===== src/rtl/hpu_cfg_master.sv =====
// hpu_cfg_master: AXI4-Lite initiator that configures and sequences the HPU register window.
// It writes the configuration registers, sets gen, polls status bit 0 until gen clears,
// sets run, and on request clears the control register again.
//
// Ports
//   M_AXI_ACLK, M_AXI_ARESETN    clock, asynchronous active-low reset
//   start, stop                  one-cycle control strobes
//   cfg_item_num .. cfg_even     configuration, sampled when start is accepted
//   busy, running, error         status; err_code 01 BRESP, 10 RRESP, 11 poll timeout
//   M_AXI_AW*/W*/B*/AR*/R*       AXI4-Lite master channels (all outputs registered)
module hpu_cfg_master #(
  parameter logic [31:0] BASE_ADDR = 32'h0000_0000,
  parameter int unsigned POLL_MAX  = 1024,
  parameter int unsigned POLL_GAP  = 4
) (
  input  logic        M_AXI_ACLK,
  input  logic        M_AXI_ARESETN,
  input  logic        start,
  input  logic        stop,
  input  logic [15:0] cfg_item_num,
  input  logic [19:0] cfg_addr_j,
  input  logic [19:0] cfg_addr_i,
  input  logic [4:0]  cfg_remainder,
  input  logic        cfg_even,
  output logic        busy,
  output logic        running,
  output logic        error,
  output logic [1:0]  err_code,
  output logic [31:0] M_AXI_AWADDR,
  output logic        M_AXI_AWVALID,
  input  logic        M_AXI_AWREADY,
  output logic [31:0] M_AXI_WDATA,
  output logic [3:0]  M_AXI_WSTRB,
  output logic        M_AXI_WVALID,
  input  logic        M_AXI_WREADY,
  input  logic [1:0]  M_AXI_BRESP,
  input  logic        M_AXI_BVALID,
  output logic        M_AXI_BREADY,
  output logic [31:0] M_AXI_ARADDR,
  output logic        M_AXI_ARVALID,
  input  logic        M_AXI_ARREADY,
  input  logic [31:0] M_AXI_RDATA,
  input  logic [1:0]  M_AXI_RRESP,
  input  logic        M_AXI_RVALID,
  output logic        M_AXI_RREADY
);

  typedef enum logic [3:0] {
    StIdle, StWr, StWb, StPollWait, StRa, StRd, StRunning, StStopWr, StStopWb, StDone, StErr
  } state_e;

  localparam logic [1:0]  ErrBresp = 2'b01;
  localparam logic [1:0]  ErrRresp = 2'b10;
  localparam logic [1:0]  ErrPoll  = 2'b11;
  localparam logic [31:0] CtrlGen  = 32'd1;
  localparam logic [31:0] CtrlRun  = 32'd2;
  // The poll counter is 16 bits, so the timeout limit saturates there; 0 behaves like 1.
  localparam int unsigned PollLimit = (POLL_MAX == 0) ? 1 :
                                      ((POLL_MAX > 65535) ? 65535 : POLL_MAX);

  state_e      state_q, state_d;
  logic [2:0]  step_q, step_d;
  logic [15:0] item_q, item_d;
  logic [19:0] addr_j_q, addr_j_d;
  logic [19:0] addr_i_q, addr_i_d;
  logic [4:0]  rem_q, rem_d;
  logic        even_q, even_d;
  logic [1:0]  err_code_q, err_code_d;
  logic [15:0] poll_cnt_q, poll_cnt_d;
  logic [15:0] gap_cnt_q, gap_cnt_d;
  logic        awvalid_q, awvalid_d;
  logic        wvalid_q, wvalid_d;
  logic        bready_q, bready_d;
  logic        arvalid_q, arvalid_d;
  logic        rready_q, rready_d;
  logic [31:0] awaddr_q, awaddr_d;
  logic [31:0] wdata_q, wdata_d;
  logic [31:0] araddr_q, araddr_d;

  logic [2:0]  nxt_step;
  logic [7:0]  nxt_off;
  logic [31:0] nxt_data;
  logic        aw_pending, w_pending;
  logic        unused_rdata;

  // Only status bit 0 (gen) is inspected; the rest is folded into a sink.
  assign unused_rdata = ^M_AXI_RDATA[31:1];

  assign aw_pending = awvalid_q && !M_AXI_AWREADY;
  assign w_pending  = wvalid_q && !M_AXI_WREADY;

  // Register/data of the configuration write following the current step.
  always_comb begin
    nxt_step = step_q + 3'd1;
    nxt_off  = 8'h00;
    nxt_data = 32'd0;
    case (nxt_step)
      3'd1: begin nxt_off = 8'h08; nxt_data = {12'd0, addr_j_q}; end
      3'd2: begin nxt_off = 8'h0C; nxt_data = {12'd0, addr_i_q}; end
      3'd3: begin nxt_off = 8'h10; nxt_data = {27'd0, rem_q};    end
      3'd4: begin nxt_off = 8'h14; nxt_data = {31'd0, even_q};   end
      3'd5: begin nxt_off = 8'h00; nxt_data = CtrlGen;           end
      default: ;
    endcase
  end

  always_comb begin
    state_d    = state_q;
    step_d     = step_q;
    item_d     = item_q;
    addr_j_d   = addr_j_q;
    addr_i_d   = addr_i_q;
    rem_d      = rem_q;
    even_d     = even_q;
    err_code_d = err_code_q;
    poll_cnt_d = poll_cnt_q;
    gap_cnt_d  = gap_cnt_q;
    awvalid_d  = awvalid_q;
    wvalid_d   = wvalid_q;
    bready_d   = bready_q;
    arvalid_d  = arvalid_q;
    rready_d   = rready_q;
    awaddr_d   = awaddr_q;
    wdata_d    = wdata_q;
    araddr_d   = araddr_q;

    unique case (state_q)
      StIdle, StDone, StErr: begin
        if (start) begin
          item_d     = cfg_item_num;
          addr_j_d   = cfg_addr_j;
          addr_i_d   = cfg_addr_i;
          rem_d      = cfg_remainder;
          even_d     = cfg_even;
          err_code_d = 2'b00;
          step_d     = 3'd0;
          state_d    = StWr;
          awvalid_d  = 1'b1;
          wvalid_d   = 1'b1;
          awaddr_d   = BASE_ADDR + 32'h04;
          wdata_d    = {16'd0, cfg_item_num};
        end
      end
      StWr, StStopWr: begin
        // AW and W retire independently; move on once neither is still waiting.
        if (awvalid_q && M_AXI_AWREADY) awvalid_d = 1'b0;
        if (wvalid_q && M_AXI_WREADY)   wvalid_d  = 1'b0;
        if (!aw_pending && !w_pending) begin
          bready_d = 1'b1;
          state_d  = (state_q == StWr) ? StWb : StStopWb;
        end
      end
      StWb: begin
        if (bready_q && M_AXI_BVALID) begin
          bready_d = 1'b0;
          if (M_AXI_BRESP != 2'b00) begin
            state_d    = StErr;
            err_code_d = ErrBresp;
          end else if (step_q == 3'd5) begin
            poll_cnt_d = 16'd0;
            if (POLL_GAP == 0) begin
              state_d   = StRa;
              arvalid_d = 1'b1;
              araddr_d  = BASE_ADDR;
            end else begin
              state_d   = StPollWait;
              gap_cnt_d = 16'd0;
            end
          end else if (step_q == 3'd6) begin
            state_d = StRunning;
          end else begin
            step_d    = nxt_step;
            state_d   = StWr;
            awvalid_d = 1'b1;
            wvalid_d  = 1'b1;
            awaddr_d  = BASE_ADDR + {24'd0, nxt_off};
            wdata_d   = nxt_data;
          end
        end
      end
      StPollWait: begin
        if (32'(gap_cnt_q) + 32'd1 >= POLL_GAP) begin
          state_d   = StRa;
          arvalid_d = 1'b1;
          araddr_d  = BASE_ADDR;
        end else begin
          gap_cnt_d = gap_cnt_q + 16'd1;
        end
      end
      StRa: begin
        if (M_AXI_ARREADY) begin
          arvalid_d = 1'b0;
          rready_d  = 1'b1;
          state_d   = StRd;
        end
      end
      StRd: begin
        if (rready_q && M_AXI_RVALID) begin
          rready_d = 1'b0;
          if (M_AXI_RRESP != 2'b00) begin
            state_d    = StErr;
            err_code_d = ErrRresp;
          end else if (!M_AXI_RDATA[0]) begin
            step_d    = 3'd6;
            state_d   = StWr;
            awvalid_d = 1'b1;
            wvalid_d  = 1'b1;
            awaddr_d  = BASE_ADDR;
            wdata_d   = CtrlRun;
          end else if (32'(poll_cnt_q) + 32'd1 >= PollLimit) begin
            state_d    = StErr;
            err_code_d = ErrPoll;
          end else begin
            poll_cnt_d = poll_cnt_q + 16'd1;
            if (POLL_GAP == 0) begin
              state_d   = StRa;
              arvalid_d = 1'b1;
              araddr_d  = BASE_ADDR;
            end else begin
              state_d   = StPollWait;
              gap_cnt_d = 16'd0;
            end
          end
        end
      end
      StRunning: begin
        if (stop) begin
          state_d   = StStopWr;
          awvalid_d = 1'b1;
          wvalid_d  = 1'b1;
          awaddr_d  = BASE_ADDR;
          wdata_d   = 32'd0;
        end
      end
      StStopWb: begin
        if (bready_q && M_AXI_BVALID) begin
          bready_d = 1'b0;
          if (M_AXI_BRESP != 2'b00) begin
            state_d    = StErr;
            err_code_d = ErrBresp;
          end else begin
            state_d = StDone;
          end
        end
      end
      default: state_d = StIdle;
    endcase
  end

  always_ff @(posedge M_AXI_ACLK or negedge M_AXI_ARESETN) begin
    if (!M_AXI_ARESETN) begin
      state_q    <= StIdle;
      step_q     <= 3'd0;
      item_q     <= 16'd0;
      addr_j_q   <= 20'd0;
      addr_i_q   <= 20'd0;
      rem_q      <= 5'd0;
      even_q     <= 1'b0;
      err_code_q <= 2'b00;
      poll_cnt_q <= 16'd0;
      gap_cnt_q  <= 16'd0;
      awvalid_q  <= 1'b0;
      wvalid_q   <= 1'b0;
      bready_q   <= 1'b0;
      arvalid_q  <= 1'b0;
      rready_q   <= 1'b0;
      awaddr_q   <= 32'd0;
      wdata_q    <= 32'd0;
      araddr_q   <= 32'd0;
    end else begin
      state_q    <= state_d;
      step_q     <= step_d;
      item_q     <= item_d;
      addr_j_q   <= addr_j_d;
      addr_i_q   <= addr_i_d;
      rem_q      <= rem_d;
      even_q     <= even_d;
      err_code_q <= err_code_d;
      poll_cnt_q <= poll_cnt_d;
      gap_cnt_q  <= gap_cnt_d;
      awvalid_q  <= awvalid_d;
      wvalid_q   <= wvalid_d;
      bready_q   <= bready_d;
      arvalid_q  <= arvalid_d;
      rready_q   <= rready_d;
      awaddr_q   <= awaddr_d;
      wdata_q    <= wdata_d;
      araddr_q   <= araddr_d;
    end
  end

  assign busy     = !(state_q inside {StIdle, StRunning, StDone, StErr});
  assign running  = (state_q == StRunning);
  assign error    = (state_q == StErr);
  assign err_code = err_code_q;

  assign M_AXI_AWADDR  = awaddr_q;
  assign M_AXI_AWVALID = awvalid_q;
  assign M_AXI_WDATA   = wdata_q;
  assign M_AXI_WSTRB   = 4'hf;
  assign M_AXI_WVALID  = wvalid_q;
  assign M_AXI_BREADY  = bready_q;
  assign M_AXI_ARADDR  = araddr_q;
  assign M_AXI_ARVALID = arvalid_q;
  assign M_AXI_RREADY  = rready_q;

endmodule

===== config.mk =====
export PLATFORM = sky130hd
export DESIGN_NAME = hpu_cfg_master
export DESIGN_NICKNAME = d
export VERILOG_FILES = /design/src/rtl/hpu_cfg_master.sv
export SDC_FILE = /design/constraint.sdc
export NUM_CORES = 1
export LEC_CHECK = 0
export ABC_AREA = 1
export CAP_MARGIN = 10
export CORE_UTILIZATION = 35
export DETAILED_ROUTE_END_ITERATION = 8
export PLACE_DENSITY = 0.7
export SLEW_MARGIN = 20
export SYNTH_ARGS = -nofsm -noshare
export SYNTH_HDL_FRONTEND = slang
export SYNTH_SLANG_ARGS = --single-unit

===== constraint.sdc =====
create_clock -name M_AXI_ACLK -period 2.38 [get_ports M_AXI_ACLK]
set_input_delay 0.357 -clock M_AXI_ACLK [delete_from_list [all_inputs] [get_ports M_AXI_ACLK]]
set_output_delay 0.357 -clock M_AXI_ACLK [all_outputs]
set_load 0.01 [all_outputs]

==> metrics.md, run 1 <==
| Metric | Value |
|---|---|
| Core Rows | `51` |
| DR vias/cell | `4.50` |
| Final worst path period need | `2.23 ns` |
| Final Max Slew Viols | `0` |
| Status | `complete, no violations` |
| Endpoints failing setup | `0` |
| FMAX | `449 MHz` |
| Place WS | `0.0360 ns` |
| Worst Max-Slew Pin Slew | `0.560 ns` |
| Avg WL per Cell | `13.0 microns` |
| Final Hold Viols | `0` |
| Max Fanout on Critical Path | `5` |
| Final ANT Viol Nets | `0` |
| # clock sinks | `115` |
| Worst-Skew Late Latency | `0.42 ns` |
| Placed inst area | `8070 sq um` |
| Antenna violations before repair | `0` |
| TritonCTS clock tree | `done` |
| Final WL | `16.3 mm` |
| 1st-iter DRT viols | `422` |
| Num ports | `217` |
| Synth Area in Compound Gates | `0.123` |
| Die Y | `142 microns` |
| GRT Total Usage | `0.170` |
| Die area | `20300 sq um` |
| Worst slew margin | `0.625` |
| Register area share after synthesis | `0.417` |
| Post-synthesis xor/xnor area fraction | `0.00888` |
| Synth Flop Type | `dfrtp_1` |
| Critical Path Source | `state_q[1]` |
| Leakage | `4.14 nW` |
| Async S/R FF share, synth | `1.00` |
| Vias in the first global route | `5122` |
| Netlist cell types | `48` |
| Reg2Reg Depth | `11` |
| Setup crit start kind | `register` |
| Peak VDD IR | `608 uV` |
| Setup ws final | `0.151 ns` |
| Max-cap violations | `0` |
| HP Class | `input pin to async pin` |
| Syn avg cell area | `8.09 sq um` |
| Placer congestion estimate | `0.871` |
| Period utilization | `0.937` |
| GRT overflow | `0` |
| # diodes | `0` |
| Synth warn | `0` |
| Hpwl dp | `12.2 mm` |
| Fraction of the mapped netlist area in adder cells | `0.0145` |
| P per Cell Area | `1260 nW/um^2` |
| Post-synth EDFFs | `0` |
| RSZ-0062 raised after global routing | `false` |
| Ratio of cells with drive above 1 in the final layout | `0.143` |
| Post-synth top area share | `0.417` |
| # fillers | `1849` |
| Worst EP required | `2.02 ns` |
| Clock Skew | `0.00812 ns` |
| Top post-synthesis cells by area | `dfrtp_1, nand2_1, buf_4` |
| Worst flop-to-flop path endpoint | `M_AXI_WDATA[1]` |
| Synthesized cell area | `6910 sq um` |
| Core area | `19400 sq um` |
| Initial core utilization | `0.356` |
| Setup crit end kind | `primary output` |
| Crit Path Category | `register to primary output` |
| Setup TNS | `0 ns` |
| H-tree Lvls | `4` |
| Area growth, synth to finish | `27.0%` |
| Worst setup path end | `error` |
| Buffers on Ports | `108` |
| Cts bufs inserted | `17` |
| Die width | `142 microns` |
| Setup slack, reg-to-reg | `0.24 ns` |
| CP arrival | `1.87 ns` |
| Yosys reg bits | `115` |
| First-pass GRT wire length | `26.6 mm` |
| Simple-gate share of the synthesized area | `0.249` |
| Post-Layout Inst Area | `8770 sq um` |
| Post-synthesis mux area share | `0.0391` |
| Pin count of the biggest net entering global routing | `69` |
| CTS Buffer Depth | `2` |
| Drt drc | `0` |
| Root Driver | `clkbuf_16` |
| Mapped Cells | `854` |
| Reg-to-reg critical path startpoint | `step_q[0]` |
| Register clock-pin slew on the reported worst setup and hold paths | `0.05 ns` |
| Largest family of logic cells by synthesized area | `simple AND/OR/NAND/NOR gates` |
| Nets | `1094` |
| Synth area leader | `dfrtp_1` |
| Vias post-DR | `5651` |
| Drt pass-1 iters | `5` |
## synthesized netlist by cell type, types with 2 or more instances
| library cell | number |
|---|---|
| nand3_1 | 41 |
| nor3_1 | 6 |
| inv_2 | 6 |
| or2_1 | 2 |
| ha_1 | 8 |
| nor2_4 | 7 |
| mux2_2 | 24 |
| nand4_1 | 11 |
| nand3b_1 | 3 |
| or2_2 | 2 |
| a22oi_1 | 11 |
| nand2_2 | 8 |
| o21ai_1 | 8 |
| xor2_1 | 6 |
| a21oi_1 | 47 |
| o22ai_1 | 5 |
| conb_1 | 2 |
| a21boi_0 | 7 |
| o21ai_2 | 19 |
| buf_4 | 78 |
| nor2_2 | 6 |
| buf_6 | 6 |
| nand2_4 | 3 |
| o21bai_1 | 2 |
| o21ai_0 | 27 |
| buf_2 | 7 |
| dfrtp_1 | 115 |
| nand2_1 | 207 |
| clkbuf_2 | 2 |
| nor2_1 | 86 |
| clkbuf_1 | 5 |
| nand3_2 | 2 |
| inv_1 | 70 |
## state kept, by name, summed over array words and instances (netlist names)
name           flops
M_AXI_WDATA       20
state_q            4
M_AXI_AWVALID      1
even_q             1
M_AXI_WVALID       1
rem_q              5
step_q             3
M_AXI_ARVALID      1
addr_j_q          20
poll_cnt_q        16
M_AXI_AWADDR       3
M_AXI_BREADY       1
M_AXI_RREADY       1
err_code           2
gap_cnt_q         16
addr_i_q          20
## kinds of logic (layout without fill, tap and decap cells)
logic type / Yosys count / count (layout)
other cells: 2 / 77
flops: 115 / 115
mux: 24 / 24
simple gates: 387 / 387
fa+ha+maj: 8 / 8
compound gates: 134 / 134
xor+xnor: 7 / 7
buf+inv: 177 / 240
## power by group
part	leakage [nW]	total (mW)	switching (mW)	internal (mW)
Combinational	2.43	5.10	3.02	2.08
Sequential	1.41	3.24	0.478	2.76
Clock	0.301	2.72	0.888	1.83
## stage by stage
stage	power, mW	utilization	instances	hold WS, ns
floorplan	6.69	-	929	0.0614
global placement	8.17	0.416	1221	0.279
detailed placement	8.30	0.416	1221	0.278
CTS	11.1	0.449	1254	0.384
global route	11.9	0.452	1257	0.407
finish	11.1	0.452	1257	0.387
## placed cells by master, fill, tap and decap left out, types with 24 or more instances in the layout
| cell | Yosys | routed |
|---|---|---|
| mux2_2 | 24 | 24 |
| nand3_1 | 41 | 41 |
| o21ai_0 | 27 | 27 |
| nand2_1 | 207 | 204 |
| a21oi_1 | 47 | 47 |
| nor2_1 | 86 | 85 |
| dfrtp_1 | 115 | 112 |
| clkdlybuf4s50_1 | 0 | 106 |
| conb_1 | 2 | 77 |
| inv_1 | 70 | 69 |
## worst max-delay path, stage by stage, from the launching register on
cell and delay [ns]:
dfrtp_2 0.43, buf_4 0.15, nand2_1 0.09, nor3_1 0.21
clkdlybuf4s50_1 0.58
## final cells by class
cell class	instances	area, sq um	area share
flip-flops and latches	115	2880	0.329
repair buffers	131	1320	0.150
inverters	77	289	0.0330
well taps	265	332	0.0378
clock buffers	24	482	0.0549
clock inverters	8	149	0.0170
multi-input cells	637	3320	0.378
## worst min-delay path by stage
stage	slack, ns	startpoint	to
3_3_place_gp	0.28	M_AXI_ARESETN	M_AXI_WDATA[15]
3_5_place_dp	0.28	M_AXI_ARESETN	M_AXI_WDATA[15]
4_1_cts	0.38	M_AXI_ARESETN	M_AXI_WDATA[15]
5_1_grt	0.41	M_AXI_ARESETN	M_AXI_WDATA[15]
6_report	0.39	M_AXI_ARESETN	M_AXI_WDATA[15]
2_1_floorplan	0.06	M_AXI_ARESETN	M_AXI_ARVALID
## layer usage
layer	part of all wire	up-vias	global-route usage
met5	0	-	0
met4	0.024	0	0.0747
met3	0.039	24	0.0347
met2	0.47	167	0.259
met1	0.47	2602	0.233
li1	-	2858	-
## repair_timing
action,in CTS,in global routing
gates resized for setup,3,9
endpoints found under the setup margin,1,21
endpoints found under the hold margin,20,0
setup buffers,0,3
hold buffers,1,0
pin swaps,0,1
Note: power is estimated with default switching activity, not from simulation.
==> inputs of run 2 (changes only) <==
--- a/config.mk
+++ b/config.mk
@@ -6,8 +6,8 @@
 export NUM_CORES = 1
 export LEC_CHECK = 0
 export ABC_AREA = 1
-export CAP_MARGIN = 10
 export CORE_UTILIZATION = 35
+export CTS_CLUSTER_SIZE = 14
 export DETAILED_ROUTE_END_ITERATION = 8
 export PLACE_DENSITY = 0.7
 export SLEW_MARGIN = 20
==> results of run 2 <==
The final DEF is identical to that of run 1; final timing and power are the same.
